$ cat config.mk
export PLATFORM = sky130hd
export DESIGN_NAME = muldiv_unit
export DESIGN_NICKNAME = d
export VERILOG_FILES = /design/src/rtl/muldiv_unit.sv
export SDC_FILE = /design/constraint.sdc
export NUM_CORES = 1
export LEC_CHECK = 0
export ABC_AREA = 1
export BUFFER_PORTS_ARGS = -buffer_cell sky130_fd_sc_hd__buf_2
export CORE_MARGIN = 3
export CORE_UTILIZATION = 50
export CTS_CLUSTER_SIZE = 12
export DETAILED_ROUTE_END_ITERATION = 8
export GPL_ROUTABILITY_DRIVEN = 0
export GPL_TIMING_DRIVEN = 0
export PLACE_DENSITY = 0.7
export SKIP_CTS_REPAIR_TIMING = 1
export SLEW_MARGIN = 20
export SYNTH_ARGS = -nofsm -noshare
export SYNTH_HDL_FRONTEND = slang
export SYNTH_SLANG_ARGS = --single-unit
$ cat constraint.sdc
create_clock -name i_clk -period 10.3 [get_ports i_clk]
set_clock_uncertainty 0.05 [all_clocks]
set_input_delay 1.03 -clock i_clk [delete_from_list [all_inputs] [get_ports i_clk]]
set_output_delay 1.03 -clock i_clk [all_outputs]
set_load 0.02 [all_outputs]
$ cat src/rtl/muldiv_unit.sv
// Iterative RV32M multiply/divide unit: shift-add multiply and restoring divide,
// one radix-2 step per cycle, with divide-by-zero and signed-overflow shortcuts.
//
// state | meaning
// IDLE  | ready for a request; special cases jump straight to DONE
// CALC  | one multiply/divide iteration per cycle while the counter runs down
// DONE  | result presented with a one-cycle o_valid pulse
module muldiv_unit #(
  parameter int         WIDTH    = 32,
  parameter logic [2:0] M_MUL    = 3'b000,
  parameter logic [2:0] M_MULH   = 3'b001,
  parameter logic [2:0] M_MULHSU = 3'b010,
  parameter logic [2:0] M_MULHU  = 3'b011,
  parameter logic [2:0] M_DIV    = 3'b100,
  parameter logic [2:0] M_DIVU   = 3'b101,
  parameter logic [2:0] M_REM    = 3'b110,
  parameter logic [2:0] M_REMU   = 3'b111
) (
  input  logic             i_clk,
  input  logic             i_rst,
  input  logic             i_flush,
  input  logic             i_valid,
  output logic             o_ready,
  input  logic [2:0]       i_md_op,
  input  logic [WIDTH-1:0] i_operand_a,
  input  logic [WIDTH-1:0] i_operand_b,
  output logic             o_valid,
  output logic [WIDTH-1:0] o_md_data
);

  localparam int CNT_W = $clog2(WIDTH + 1);

  typedef enum logic [1:0] {IDLE, CALC, DONE} state_t;

  state_t               state, state_nxt;
  logic [2:0]           op_q;
  logic [CNT_W-1:0]     cnt;
  logic [2*WIDTH-1:0]   acc, acc_nxt;
  logic [WIDTH-1:0]     opb;
  logic                 neg_q, neg_rem_q;
  logic [WIDTH-1:0]     res_q, out_q;

  logic                 accept;
  logic                 in_div, in_signed_a, in_signed_b, in_sign_a, in_sign_b;
  logic [WIDTH-1:0]     mag_a, mag_b;
  logic                 div_zero, div_ovf, special;
  logic [WIDTH-1:0]     special_res;

  logic [WIDTH:0]       add_sum, shl_rem, sub_diff;
  logic [2*WIDTH-1:0]   prod;
  logic [WIDTH-1:0]     quo, rem, final_res;

  assign accept = (state == IDLE) && i_valid && !i_flush;

  // Request decode: signedness, magnitudes and the no-iteration shortcuts.
  always_comb begin
    in_div      = i_md_op[2];
    in_signed_a = (i_md_op == M_MULH) || (i_md_op == M_MULHSU) ||
                  (i_md_op == M_DIV)  || (i_md_op == M_REM);
    in_signed_b = (i_md_op == M_MULH) || (i_md_op == M_DIV) || (i_md_op == M_REM);
    in_sign_a   = in_signed_a && i_operand_a[WIDTH-1];
    in_sign_b   = in_signed_b && i_operand_b[WIDTH-1];
    mag_a       = in_sign_a ? -i_operand_a : i_operand_a;
    mag_b       = in_sign_b ? -i_operand_b : i_operand_b;
    div_zero    = in_div && (i_operand_b == '0);
    div_ovf     = ((i_md_op == M_DIV) || (i_md_op == M_REM)) &&
                  (i_operand_a == {1'b1, {(WIDTH-1){1'b0}}}) &&
                  (i_operand_b == '1);
    special     = div_zero || div_ovf;
    special_res = '0;
    if (div_zero)
      special_res = ((i_md_op == M_DIV) || (i_md_op == M_DIVU)) ? '1 : i_operand_a;
    else if (div_ovf)
      special_res = (i_md_op == M_DIV) ? i_operand_a : '0;
  end

  // acc holds {partial product, multiplier} or {partial remainder, dividend/quotient}.
  always_comb begin
    add_sum  = {1'b0, acc[2*WIDTH-1:WIDTH]} +
               {1'b0, (acc[0] ? opb : {WIDTH{1'b0}})};
    shl_rem  = {acc[2*WIDTH-1:WIDTH], acc[WIDTH-1]};
    sub_diff = shl_rem - {1'b0, opb};
    if (op_q[2]) begin
      if (sub_diff[WIDTH])
        acc_nxt = {shl_rem[WIDTH-1:0], acc[WIDTH-2:0], 1'b0};
      else
        acc_nxt = {sub_diff[WIDTH-1:0], acc[WIDTH-2:0], 1'b1};
    end else begin
      acc_nxt = {add_sum, acc[WIDTH-1:1]};
    end
  end

  always_comb begin
    prod      = neg_q ? -acc_nxt : acc_nxt;
    quo       = acc_nxt[WIDTH-1:0];
    rem       = acc_nxt[2*WIDTH-1:WIDTH];
    final_res = '0;
    case (op_q)
      M_MUL:                      final_res = prod[WIDTH-1:0];
      M_MULH, M_MULHSU, M_MULHU:  final_res = prod[2*WIDTH-1:WIDTH];
      M_DIV, M_DIVU:              final_res = neg_q ? -quo : quo;
      default:                    final_res = neg_rem_q ? -rem : rem;
    endcase
  end

  always_ff @(posedge i_clk) begin
    if (i_rst) state <= IDLE;
    else       state <= state_nxt;
  end

  always_comb begin
    state_nxt = state;
    o_ready   = 1'b0;
    o_valid   = 1'b0;
    case (state)
      IDLE: begin
        o_ready = 1'b1;
        if (i_valid && !i_flush) state_nxt = special ? DONE : CALC;
      end
      CALC: begin
        if (i_flush)                  state_nxt = IDLE;
        else if (cnt == CNT_W'(1))    state_nxt = DONE;
      end
      DONE: begin
        // A flush in this cycle kills the pulse and leaves the held result alone.
        o_valid   = !i_flush;
        state_nxt = IDLE;
      end
      default: state_nxt = IDLE;
    endcase
  end

  assign o_md_data = o_valid ? res_q : out_q;

  always_ff @(posedge i_clk) begin
    if (i_rst) begin
      op_q      <= M_MUL;
      cnt       <= '0;
      acc       <= '0;
      opb       <= '0;
      neg_q     <= 1'b0;
      neg_rem_q <= 1'b0;
      res_q     <= '0;
      out_q     <= '0;
    end else begin
      if (accept) begin
        op_q      <= i_md_op;
        neg_q     <= in_sign_a ^ in_sign_b;
        neg_rem_q <= in_sign_a;
        if (special) begin
          cnt   <= '0;
          res_q <= special_res;
        end else begin
          cnt <= CNT_W'(WIDTH);
          acc <= {{WIDTH{1'b0}}, (in_div ? mag_a : mag_b)};
          opb <= in_div ? mag_b : mag_a;
        end
      end else if (state == CALC && !i_flush) begin
        acc <= acc_nxt;
        if (cnt != '0)          cnt   <= cnt - CNT_W'(1);
        if (cnt == CNT_W'(1))   res_q <= final_res;
      end
      if (o_valid) out_q <= res_q;
    end
  end

endmodule

==> impl_metrics.toml, run 1 <==
[clock_network]
h-tree-depth = 4
cts_root_buf = "clkbuf_16"
path_clk_slew_ns = 0.08
clkSinkCount = 173
clk_latency_ns = 0.46
cts_tree = "done"
cts_made_buffers = 17
cts.path.max_buffers = 2

[yosys]
synth_edf_count = 0
ys_ff_latch = 173
ys_seq_area_share_pct = 18.1
synth_area_leaders = "dfxtp_1 18%, nand2_1 18%, inv_1 9.8%, a21oi_1 7.1%, o21ai_0 6.6%"
synthDistinctLibCells = 60
synthArstFlopShare_pct = 0
syn_area_per_cell_sq_um = 5.64
synth_fp_nets = 3540
synth.cell_area_sq_um = 19200
synth_ff_type = "dfxtp_1"
synthCells = 3396
ys.warnings.count = 0
yosysTopAreaCellShare_pct = 18.1
yosysTopAreaCell = "dfxtp_1"

[power_and_ir_drop]
p_seq_share_pct = 32.8
irDropWorstVdd_mv = 0.121
total_power_w = 0.00225
combPwrFrac_pct = 36.7
pwr-share-clk_pct = 30.5
powerDensity_nw_per_um2 = 107
p_sw_share_pct = 42.7
power.internal_w = 0.00129
power_switching_w = 0.000960
power.leakage_nw = 10.4

[sta]
max-slew-margin-rel_pct = 31.5
finalMaxSlewViolations = 0
worst_slew_pin_slew_ns = 1.02
rsz0062_at_grt = "false"
setup_tns_ns = 0
period_needed_ns = 5.41
setup_viol = 0
finalHoldViolCount = 0
max_freq_mhz = 185
period_share_pct = 52.5

[final_layout]
nets = 3663
fin_area_sq_um = 20900
finalNonFillerCells = 4045
drive_above_1_share_pct = 9.37
area_growth_pct = 9.26
fill_cells = 3981
postLayoutCoreUtil_pct = 55.4

[placement]
port_buffers = 104
place_area_sq_um = 20300
place_hpwl_microns = 67900
dp.cells = 4011

[setup_path]
path_class = "reg2reg"
timing.rr.end = "res_q[10]"
reg2reg_from = "acc[31]"
worst-path-max-fanout = 10
worstSetupEndpointType = "register"
crit_start = "acc[31]"
critPathLaunchType = "register"
rrSetupSlack_ns = 4.89
cp.required_ns = 10.59
cp_common_cell = "nand2_1"
rr_worst_depth = 32
slowest_stage = "fa_1"
crit_arrival_ns = 5.70
max_stage_delay_ns = 0.51

[global_route]
busiest_layer = "met2"
grt_pass1_vias = 21981
grt_pass1_wl_microns = 124000
antenna_found_initial = 1
use_met2_pct = 57.6
track_usage_pct = 39.3
met3_usage_pct = 13.6
met1_usage_pct = 48.7
grt_max_degree = 19
overflow = 0

[drt]
wl_microns = 83400
wl_per_cell_microns = 20.6
via_count = 24145
vias_per_cell = 5.97
ant_nets = 0
drt_iter0_drc = 3392
first_pass_iters = 7
drc = 0

[min_path]
hp-class = "reg2reg"
min_from = "res_q[19]"
min_to = "res_q[19]"
whs_path_depth = 2

[run_status]
status = "complete, no violations"

[floorplan]
core_sq_um = 37800
die-area_sq_um = 40700
die_h_microns = 202
die_w_microns = 202
ios = 105
rows = 71
start_util_pct = 50.7

[flow_run]
maxCapViolations = 0
-- cell usage after synthesis (all sizes together), types with 2 or more instances --
library cell,instances
nand2,959
inv,512
nor2,352
a21oi,278
o21ai,271
nand3,243
dfxtp,173
clkbuf,88
xor2,75
ha,71
buf,44
a211oi,41
nand4,41
or2,41
nor3,35
xnor2,25
nand3b,24
o211ai,24
a31oi,15
o22ai,15
o21bai,9
nor4,8
o221ai,8
o21a,6
a221oi,5
a22oi,4
a21boi,3
a21o,3
a41oi,3
and2,3
clkinv,3
o31ai,3
fa,2
mux2i,2
o41ai,2
-- per-stage QoR --
| step | setup WS (ns) | hold WS [ns] |
|---|---|---|
| finish | 4.89 | 0.418 |
| global route | 4.70 | 0.438 |
| CTS | 5.05 | 0.417 |
| detailed placement | 5.07 | 0.407 |
| global placement | 5.21 | 0.406 |
| floorplan | 6.20 | 0.389 |
-- power groups by stage --
stage | sequential [W] | clock (W) | combinational (W)
5_1_grt | 0.000738 | 0.000705 | 0.000885
2_1_floorplan | 0.000733 | 0 | 0.000527
4_1_cts | 0.000733 | 0.000680 | 0.000781
3_3_place_gp | 0.000747 | 0 | 0.000766
6_report | 0.000737 | 0.000684 | 0.000825
3_5_place_dp | 0.000748 | 0 | 0.000777
-- sequential cells by signal, summed over array words and instances, names as in the netlist --
register and flops:
acc 64, cnt 6, neg_q 1, neg_rem_q 1, op_q 3, opb 32, out_q 32, res_q 32
state 2
-- cell families after synthesis --
kind of cell             count (synthesis)  share of synthesized area, %
XOR/XNOR                               100                          4.57
flip-flops                             173                          18.1
multiplexers                             2                         0.105
adder cells (fa/ha/maj)                 73                          4.85
AO/OA/AOI/OAI                          691                          20.2
buffers and inverters                  647                          13.2
AND/OR/NAND/NOR                       1710                          38.9
-- cell usage in the layout, fill, tap and decap left out, types with 71 or more instances in the layout --
master / synthesis / final
a21oi_1: 271 / 271
buf_2: 24 / 128
xor2_1: 75 / 75
nor2_1: 327 / 327
dfxtp_1: 173 / 173
clkbuf_1: 88 / 88
inv_1: 498 / 498
nand2_1: 906 / 906
nand3_1: 232 / 232
ha_1: 71 / 71
o21ai_0: 252 / 252
-- critical path: cells and delay by family (launching register included) --
kind	cells	cell delay, ns
AOI/OAI and AO/OA	4	0.69
adders and majority gates	3	0.89
buffers and inverters	4	0.43
DFF	1	0.31
and+or+nand+nor	21	2.86
-- worst max-delay path by stage --
stage,endpoint,cells after the start
finish,res_q[10],32
global route,res_q[10],32
CTS,res_q[10],32
detailed placement,res_q[10],32
global placement,res_q[10],32
floorplan,res_q[16],34
-- cell type report --
cell class                 count  area [sq um]  area share [%]
clock inverter                14           170           0.813
clock buffer                  18           439            2.10
sequential                   173          3460            16.5
multi-input combinational   2576         13200            62.9
inverter                     515          1930            9.24
buffer                       132           603            2.88
antenna                        2          5.00          0.0239
timing repair buffer         104           520            2.49
tap                          511           639            3.05
-- per-layer routing --
layer / part of all wire (%) / vias to the layer above
met4: 8.0 / 2
li1: - / 11220
met5: 0.014 / -
met3: 14 / 390
met2: 40 / 1713
met1: 38 / 10820
(Power assumes the default switching activity.)
==> run 2: changes to the inputs <==
--- a/config.mk
+++ b/config.mk
@@ -13,7 +13,7 @@
 export DETAILED_ROUTE_END_ITERATION = 8
 export GPL_ROUTABILITY_DRIVEN = 0
 export GPL_TIMING_DRIVEN = 0
-export PLACE_DENSITY = 0.7
+export PLACE_DENSITY = 0.73
 export SKIP_CTS_REPAIR_TIMING = 1
 export SLEW_MARGIN = 20
 export SYNTH_ARGS = -nofsm -noshare
==> constraint.sdc (replaced) <==
create_clock -name i_clk -period 4.8 [get_ports i_clk]
set_clock_uncertainty 0.05 [all_clocks]
set_input_delay 0.48 -clock i_clk [delete_from_list [all_inputs] [get_ports i_clk]]
set_output_delay 0.48 -clock i_clk [all_outputs]
set_load 0.02 [all_outputs]
==> run 2 against run 1 <==
Net effect: clock-buffer cell count is 1 higher; cell count is 0.37% higher; sequential share of layout area is 0.12 points lower; non-clock buffer count grew 17; sequential power up 110%; highest routed layer unchanged; global-route usage down 1.3 points; critical path depth is 2 higher.
==> impl_metrics.toml, run 2 (synthesis results as in run 1) <==
[run_status]
status = "complete, no violations"

[floorplan]
die_h_microns = 202
die-area_sq_um = 40700
ios = 105
start_util_pct = 50.7
die_w_microns = 202
rows = 71
core_sq_um = 37800

[drt]
via_count = 23749
vias_per_cell = 5.85
drt_iter0_drc = 3563
first_pass_iters = 7
drc = 0
ant_nets = 0
wl_per_cell_microns = 20.0
wl_microns = 81100

[final_layout]
largest_reg_flops = 64
final_common_cell = "nand2_1"
finalNonFillerCells = 4060
postLayoutCoreUtil_pct = 56.5
antenna_cells = 0
nets = 3680
drive_above_1_share_pct = 11.6
area_growth_pct = 11.5
top_register = "acc"
final_cell_mix = "896 x nand2_1, 494 x inv_1, 325 x nor2_1, 264 x a21oi_1, 246 x o21ai_0"

[power_and_ir_drop]
irDropWorstVdd_mv = 0.292
power.leakage_nw = 10.6
total_power_w = 0.00486
powerDensity_nw_per_um2 = 228

[setup_path]
worstSetupEndpointType = "register"
crit_arrival_ns = 5.07
critPathTopFamily = "simple AND/OR/NAND/NOR gates"
critPathLaunchType = "register"
reg2reg_from = "acc[31]"
worst-path-max-fanout = 7
slowest_stage = "fa_2"
path_class = "reg2reg"
crit_start = "acc[31]"
crit_buf_inv = 5
cp.required_ns = 5.15
max_stage_delay_ns = 0.39

[clock_network]
cts_root_buf = "clkbuf_16"
cts.path.max_buffers = 2
clk_latency_ns = 0.48
cts_tree = "done"
clkSinkCount = 173
h-tree-depth = 4
path_clk_slew_ns = 0.07
cts_made_buffers = 17

[global_route]
track_usage_pct = 38.0
antenna_found_initial = 1
overflow = 0
grt_max_degree = 18
grt_pass1_wl_microns = 119000
grt_pass1_vias = 20610

[sta]
max_freq_mhz = 212
setup_tns_ns = 0
setup_viol = 0
hold-worst-slack_ns = 0.308
period_needed_ns = 4.72
worst_slew_pin_slew_ns = 1.07
max-slew-margin-rel_pct = 27.7
finalMaxSlewViolations = 0
finalHoldViolCount = 0
period_share_pct = 98.2

[placement]
port_buffers = 104
dp.cells = 4011
place_hpwl_microns = 65200

[min_path]
hp-class = "in2reg"
min_from = "i_valid"

[flow_run]
maxCapViolations = 0
==> run 2: worst min-delay path, cell delays in order <==
cell,delay (ns)
buf_2,0.10
nand2_1,0.05
a21oi_1,0.05
nand2_1,0.06
a21oi_1,0.04
==> run 2: report_power, final <==
group	internal (W)	switching, W	total, W
sequential	0.00151	0.0000700	0.00158
clock	0.000755	0.000710	0.00146
combinational	0.000521	0.00129	0.00181
==> run 2: stage by stage <==
step | cell area, sq um | worst slack, ns
2_1_floorplan | 19200 | 0.699
3_3_place_gp | 20300 | -0.260
3_5_place_dp | 20300 | -0.304
4_1_cts | 20900 | -0.317
5_1_grt | 21300 | -0.133
6_report | 21300 | 0.0845
==> run 2: worst paths after layout <==
kind / to / slack [ns] / cells past startpoint
hold reg to reg: res_q[28] / 0.42 / 2
setup reg to reg: res_q[18] / 0.08 / 34
hold / removal: state[1] / 0.31 / 5
setup / recovery: res_q[18] / 0.08 / 34
==> run 2: per-layer routing <==
| metal | vias to the layer above | global-route usage [%] | wire length (microns) |
|---|---|---|---|
| met5 | - | 0 | 14 |
| li1 | 11263 | - | - |
| met4 | 2 | 24.1 | 6370 |
| met3 | 346 | 10.8 | 10700 |
| met2 | 1600 | 54.8 | 32400 |
| met1 | 10538 | 49.7 | 31600 |
==> run 2: area by class of cell <==
type	count	area [sq um]
Sequential cell	173	3510
Multi-Input combinational cell	2576	13400
Timing Repair Buffer	122	659
Clock buffer	19	443
Buffer	131	599
Inverter	515	1930
Fill cell	3893	16400
Clock inverter	13	149
Tap cell	511	639
